==> src/rtl/serial_rx_deframer.sv <==
// -----------------------------------------------------------------------------
// serial_rx_deframer
//
// Receive side of a simple serial link. The idle-high line is synchronised,
// a start bit is detected and confirmed at its centre, then 8 data bits
// (MSB first) and a stop bit are sampled at bit centres. A good frame is
// presented on a valid/ack handshake; a bad stop bit pulses frame_error and
// the byte is dropped.
//
// Handshake: data_valid rises when a byte lands and stays high until a cycle
// with data_ack=1 and data_valid=1; that cycle consumes the byte. data_ack is
// ignored while data_valid=0. A byte landing while data_valid=1 without an
// ack in the same cycle overwrites data_byte and sets sticky overrun.
//
// Ports
//   clock        in   rising-edge clock
//   reset_n      in   asynchronous active-low reset
//   rx_in        in   serial line, asynchronous to clock
//   data_ack     in   consumer accepts data_byte
//   data_byte    out  last good byte, first-received bit in [7]
//   data_valid   out  data_byte holds an unread byte
//   frame_error  out  one-cycle pulse on a low stop bit
//   overrun      out  sticky: an unread byte was overwritten
//   busy         out  FSM not idle
//   dbg_state    out  current FSM state encoding (debug visibility)
// -----------------------------------------------------------------------------
module serial_rx_deframer #(
  parameter int BIT_PERIOD = 106,
  parameter int CNT_W      = 10
) (
  input  logic       clock,
  input  logic       reset_n,
  input  logic       rx_in,
  input  logic       data_ack,
  output logic [7:0] data_byte,
  output logic       data_valid,
  output logic       frame_error,
  output logic       overrun,
  output logic       busy,
  output logic [2:0] dbg_state
);

  typedef enum logic [2:0] {
    S_IDLE    = 3'd0,
    S_START   = 3'd1,
    S_DATA    = 3'd2,
    S_STOP    = 3'd3,
    S_WAIT_HI = 3'd4
  } state_t;

  localparam logic [CNT_W-1:0] HALF_M1 = CNT_W'(BIT_PERIOD / 2 - 1);
  localparam logic [CNT_W-1:0] FULL_M1 = CNT_W'(BIT_PERIOD - 1);

  state_t           r_state;
  state_t           w_next;
  logic             r_sync1;
  logic             r_sync2;
  logic [CNT_W-1:0] r_timer;
  logic [3:0]       r_bit_cnt;
  logic [7:0]       r_shift;
  logic [7:0]       r_data_byte;
  logic             r_data_valid;
  logic             r_frame_error;
  logic             r_overrun;

  logic             w_rx_s;
  logic             w_half_hit;
  logic             w_full_hit;
  logic             w_start_ok;
  logic             w_shift_en;
  logic             w_good_stop;
  logic             w_bad_stop;
  logic             w_busy;

  // Two-flop synchroniser; both flops reset to the idle (high) line level
  // so a reset never looks like a start bit.
  always_ff @(posedge clock or negedge reset_n) begin
    if (!reset_n) begin
      r_sync1 <= 1'b1;
      r_sync2 <= 1'b1;
    end else begin
      r_sync1 <= rx_in;
      r_sync2 <= r_sync1;
    end
  end

  assign w_rx_s     = r_sync2;
  assign w_half_hit = (r_timer == HALF_M1);
  assign w_full_hit = (r_timer == FULL_M1);

  // FSM: state register
  always_ff @(posedge clock or negedge reset_n) begin
    if (!reset_n) begin
      r_state <= S_IDLE;
    end else begin
      r_state <= w_next;
    end
  end

  // FSM: next-state logic
  always_comb begin
    w_next = r_state;
    case (r_state)
      S_IDLE: begin
        if (!w_rx_s) w_next = S_START;
      end
      S_START: begin
        // A line that is high again at mid start bit was only a glitch.
        if (w_half_hit) w_next = w_rx_s ? S_IDLE : S_DATA;
      end
      S_DATA: begin
        if (w_full_hit && (r_bit_cnt == 4'd7)) w_next = S_STOP;
      end
      S_STOP: begin
        if (w_full_hit) w_next = w_rx_s ? S_IDLE : S_WAIT_HI;
      end
      S_WAIT_HI: begin
        // Hold here through a break so a stuck-low line is not re-framed.
        if (w_rx_s) w_next = S_IDLE;
      end
      default: w_next = S_IDLE;
    endcase
  end

  // FSM: output / strobe decode
  always_comb begin
    w_start_ok  = 1'b0;
    w_shift_en  = 1'b0;
    w_good_stop = 1'b0;
    w_bad_stop  = 1'b0;
    w_busy      = (r_state != S_IDLE);
    case (r_state)
      S_START: w_start_ok  = w_half_hit && !w_rx_s;
      S_DATA:  w_shift_en  = w_full_hit;
      S_STOP: begin
        w_good_stop = w_full_hit && w_rx_s;
        w_bad_stop  = w_full_hit && !w_rx_s;
      end
      default: ;
    endcase
  end

  // Bit timer: restarts on every sample point and is held at 0 when not
  // timing a bit, so it never needs to wrap.
  always_ff @(posedge clock or negedge reset_n) begin
    if (!reset_n) begin
      r_timer <= '0;
    end else begin
      case (r_state)
        S_START:        r_timer <= w_half_hit ? '0 : r_timer + 1'b1;
        S_DATA, S_STOP: r_timer <= w_full_hit ? '0 : r_timer + 1'b1;
        default:        r_timer <= '0;
      endcase
    end
  end

  // Bit counter and data shift register (MSB arrives first, so shifting into
  // the LSB leaves the first bit in [7] after eight samples).
  always_ff @(posedge clock or negedge reset_n) begin
    if (!reset_n) begin
      r_bit_cnt <= 4'd0;
      r_shift   <= 8'h00;
    end else begin
      if (w_start_ok) begin
        r_bit_cnt <= 4'd0;
      end else if (w_shift_en) begin
        r_bit_cnt <= r_bit_cnt + 4'd1;
        r_shift   <= {r_shift[6:0], w_rx_s};
      end
    end
  end

  // Output byte, handshake and status flags.
  always_ff @(posedge clock or negedge reset_n) begin
    if (!reset_n) begin
      r_data_byte   <= 8'h00;
      r_data_valid  <= 1'b0;
      r_frame_error <= 1'b0;
      r_overrun     <= 1'b0;
    end else begin
      r_frame_error <= w_bad_stop;
      if (w_good_stop) begin
        r_data_byte  <= r_shift;
        r_data_valid <= 1'b1;
        // An ack in the landing cycle consumes the old byte, so no overrun;
        // an existing overrun flag is left as is because no ack-only cycle
        // has happened.
        if (r_data_valid && !data_ack) r_overrun <= 1'b1;
      end else if (data_ack && r_data_valid) begin
        r_data_valid <= 1'b0;
        r_overrun    <= 1'b0;
      end
    end
  end

  assign data_byte   = r_data_byte;
  assign data_valid  = r_data_valid;
  assign frame_error = r_frame_error;
  assign overrun     = r_overrun;
  assign busy        = w_busy;
  assign dbg_state   = r_state;

endmodule

==> config.mk <==
export PLATFORM = sky130hd
export DESIGN_NAME = serial_rx_deframer
export DESIGN_NICKNAME = d
export VERILOG_FILES = /design/src/rtl/serial_rx_deframer.sv
export SDC_FILE = /design/constraint.sdc
export NUM_CORES = 1
export LEC_CHECK = 0
export ABC_AREA = 1
export BUFFER_PORTS_ARGS = -buffer_cell sky130_fd_sc_hd__buf_2
export CELL_PAD_IN_SITES_DETAIL_PLACEMENT = 1
export CELL_PAD_IN_SITES_GLOBAL_PLACEMENT = 1
export CORE_MARGIN = 2
export CORE_UTILIZATION = 47
export DETAILED_ROUTE_END_ITERATION = 8
export PLACE_DENSITY = 0.9
export SETUP_SLACK_MARGIN = 0.5
export SYNTH_ARGS = -nofsm -noshare
export SYNTH_HDL_FRONTEND = slang
export SYNTH_SLANG_ARGS = --single-unit
==> constraint.sdc <==
create_clock -name clock -period 2.1 [get_ports clock]
set_input_delay 0.21 -clock clock [delete_from_list [all_inputs] [get_ports clock]]
set_output_delay 0.21 -clock clock [all_outputs]
set_load 0.005 [all_outputs]
==> results_dict.tcl <==
set metrics [dict create \
    synth_compound_area_share_pct 7.89 \
    critPathMaxFanout 6 \
    start_util_pct 49.9 \
    netlist.area_leader.share_pct 48.6 \
    worst_path_largest_cell_delay_ps 450 \
    cts.sinks 38 \
    synth_top_area_cell "dfrtp_1" \
    r2r_end "r_bit_cnt[3]" \
    relSlewSlack_pct 44.2 \
    end_kind "flip-flop" \
    area_growth_pct 19.6 \
    cp_cell_sequence "inv_2 -> ha_2 -> nand3_1 -> nor2_1 -> nand4_1 -> nand3_1 -> nand2_1" \
    placed_cell_area_um2 1980 \
    insertion_delay_ps 290 \
    vias_per_cell 5.33 \
    wl_per_cell_um 16.3 \
    path_clk_slew_ps 80 \
    design.core.area_um2 3720 \
    p_per_area_nw_per_um2 584 \
    synth_area_um2 1850 \
    htreeDepth 2 \
    grt_pass1_vias 1549 \
    drive_gt1_share_pct 27.5 \
    synth.area.top_cells "dfrtp_1, nand2_1, inv_1" \
    p_sw_share_pct 22.6 \
    slew_viol_final 0 \
    max-cap-violations 0 \
    vdd_drop_max_v 0.000340 \
    grt_overflow_total 0 \
    clock_path_buffers 2 \
    pwr-share-clk_pct 41.5 \
    critPathSlowestCell "dfrtp_2" \
    grt_use_total_pct 22.0 \
    critPathLaunchType "flip-flop" \
    r2r_slack_ps 450 \
    grt_util_met3_pct 6.08 \
    grt_max_degree 39 \
    cpMostUsedCell "nand3_1" \
    postSynthCellCount 212 \
    avgSynthCellArea_um2 8.75 \
    vias 1572 \
    synth_adder_area_share_pct 2.70 \
    worst_r2r_path_depth 7 \
    clockRootBuffer "clkbuf_8" \
    synth.distinct_cells 24 \
    synthSimpleGateAreaFrac_pct 26.2 \
    synthXorXnorAreaFrac_pct 4.25 \
    status "finished, final reports clean" \
    place_congestion 0.848 \
    boundaryPins 19 \
    num_rows 22 \
    hold_buffers 0 \
    finalSetupViolCount 0 \
    drt_iter0_drc 131 \
    max_clock_freq_ghz 0.607 \
    intPower_uw 1000 \
    p_sw_uw 293 \
    rsz0062_at_grt "yes" \
    synthMuxAreaShare_pct 0 \
    grt_pass1_wl_um 7260 \
    p_leak_uw 0.00109 \
    tightest_slew_ps 837 \
    antenna_cells 0 \
    cts_tree "done" \
    die_x_um 66.8 \
    met1_usage_pct 27.0 \
    portBuffers 18 \
    wirelength_um 4820 \
    fin_tns_setup_ps 0 \
    holdCritPathClass "input pin to asynchronous set/reset pin" \
    top_usage_layer "met2" \
    use_met2_pct 37.8 \
    hold_violations 0 \
    min_period_ps 1650 \
    antenna_found_initial 0 \
    synth_top_family_by_area "simple AND/OR/NAND/NOR gates" \
    yosysSeqAreaShare_pct 51.4 \
    p_seq_share_pct 57.0 \
    dieArea_um2 4460 \
    postRouteAntennaNets 0 \
    hpwlAfterDp_um 2710 \
    fin_nets 254 \
    die_y_um 66.8 \
    numCtsBuffers 5 \
    crit_arrival_ps 1820 \
    cp.required_ps 2270 \
    dr.pass1.iters 4 \
    critPathKind "flip-flop to flip-flop" \
    drc 0 \
    syn_nets 220 \
    fin_area_um2 2220 \
    timing.rr.start "r_timer[0]" \
    period_share_pct 78.5 \
    skew_ps 9.39 \
    ys_ff_latch 38 \
    p_comb_share_pct 1.5 \
    ys_warn_count 0 \
]
[worst max path at each step]
stage	from	cells past startpoint	end	slack, ps
after detailed placement	r_timer[0]	7	r_bit_cnt[2]	370
after CTS	r_timer[0]	7	r_bit_cnt[3]	460
final	r_timer[0]	7	r_bit_cnt[3]	450
after global placement	r_timer[0]	7	r_bit_cnt[3]	470
after global routing	r_timer[0]	7	r_bit_cnt[3]	410
after floorplan	r_timer[1]	8	r_shift[2]	750
[what timing repair did]
item / CTS / global route
buffers inserted: 2 / 8
endpoints found under the setup margin: 20 / 31
resized for setup: 1 / 14
pin swaps: 0 / 7
gates cloned: 0 / 2
endpoints found under the hold margin: 0 / 0
[sequential cells by signal, indices dropped and copies added, names as in the netlist]
name / count
r_sync1: 1
data_valid: 1
r_shift: 8
r_bit_cnt: 4
r_timer: 10
overrun: 1
frame_error: 1
r_sync2: 1
data_byte: 8
dbg_state: 3
[power by group through the flow]
stage | registers (uW) | logic, uW | clock network [uW]
floorplan | 751 | 2.32 | 0
finish | 737 | 19.7 | 537
global placement | 752 | 20.4 | 0
detailed placement | 752 | 21.0 | 0
global route | 738 | 23.3 | 576
CTS | 737 | 20.9 | 539
[worst max-delay path: cells and delay by family (launching register included)]
kind / cells / cell delay (ps)
AND/OR/NAND/NOR: 5 / 820
flip-flops: 1 / 450
adder cells (fa/ha/maj): 1 / 170
buffers and inverters: 1 / 80
[cell type report]
| type | count | area [um2] |
|---|---|---|
| Clock buffer | 6 | 82.6 |
| Multi-Input combinational cell | 144 | 812 |
| Sequential cell | 38 | 955 |
| Clock inverter | 2 | 12.5 |
| Timing Repair Buffer | 28 | 181 |
| Inverter | 29 | 114 |
| Tap cell | 48 | 60.1 |
| Fill cell | 445 | 1500 |
[logic make-up (layout without fill, tap and decap cells)]
group,after synthesis,count (layout)
XOR/XNOR,9,9
adder cells (fa/ha/maj),4,4
AND/OR/NAND/NOR,108,110
buffers and inverters,32,65
flip-flops,38,38
AO/OA/AOI/OAI,21,21
[metal layers]
| layer | vias up | share of wire (%) |
|---|---|---|
| met3 | 17 | 3.7 |
| met2 | 45 | 51 |
| met4 | 0 | 2.7 |
| met1 | 772 | 42 |
| li1 | 738 | - |
| met5 | - | 0 |
[synth_stat cells]
cell / instances
o21ai_1: 4
o21ai_2: 8
dfrtp_1: 36
o21ai_0: 7
inv_2: 1
nand2_2: 3
nand3_1: 17
nor2_4: 2
inv_4: 1
dfstp_2: 2
ha_1: 4
a21oi_1: 1
buf_2: 1
xor2_1: 7
nand4_4: 1
nor3_1: 1
nor2_1: 27
nand2_1: 51
nand4_1: 5
a21oi_4: 1
xnor2_1: 2
nand3_2: 1
buf_6: 2
inv_1: 27
[through the flow]
stage / power (uW) / worst slack [ps] / util [%] / hold WS, ps / instances
after floorplan: 753 / 751 / - / -85.6 / 212
after global placement: 772 / 473 / 53.2 / 320 / 275
after detailed placement: 773 / 367 / 53.2 / 325 / 275
after CTS: 1300 / 457 / 56.7 / 16.5 / 285
after global routing: 1340 / 413 / 59.7 / 4.67 / 295
final: 1290 / 452 / 59.7 / 8.69 / 295
[cell usage in the layout, fill, tap and decap left out, drive strengths merged]
cell	count
dfstp	2
buf	28
ha	4
xnor2	2
dfrtp	36
o21ai	19
nor2	29
nand4	6
clkinv	2
inv	28
clkbuf	6
nand2	54
clkinvlp	1
nor3	1
a21oi	2
nand3	20
xor2	7
(Power assumes the default switching activity.)
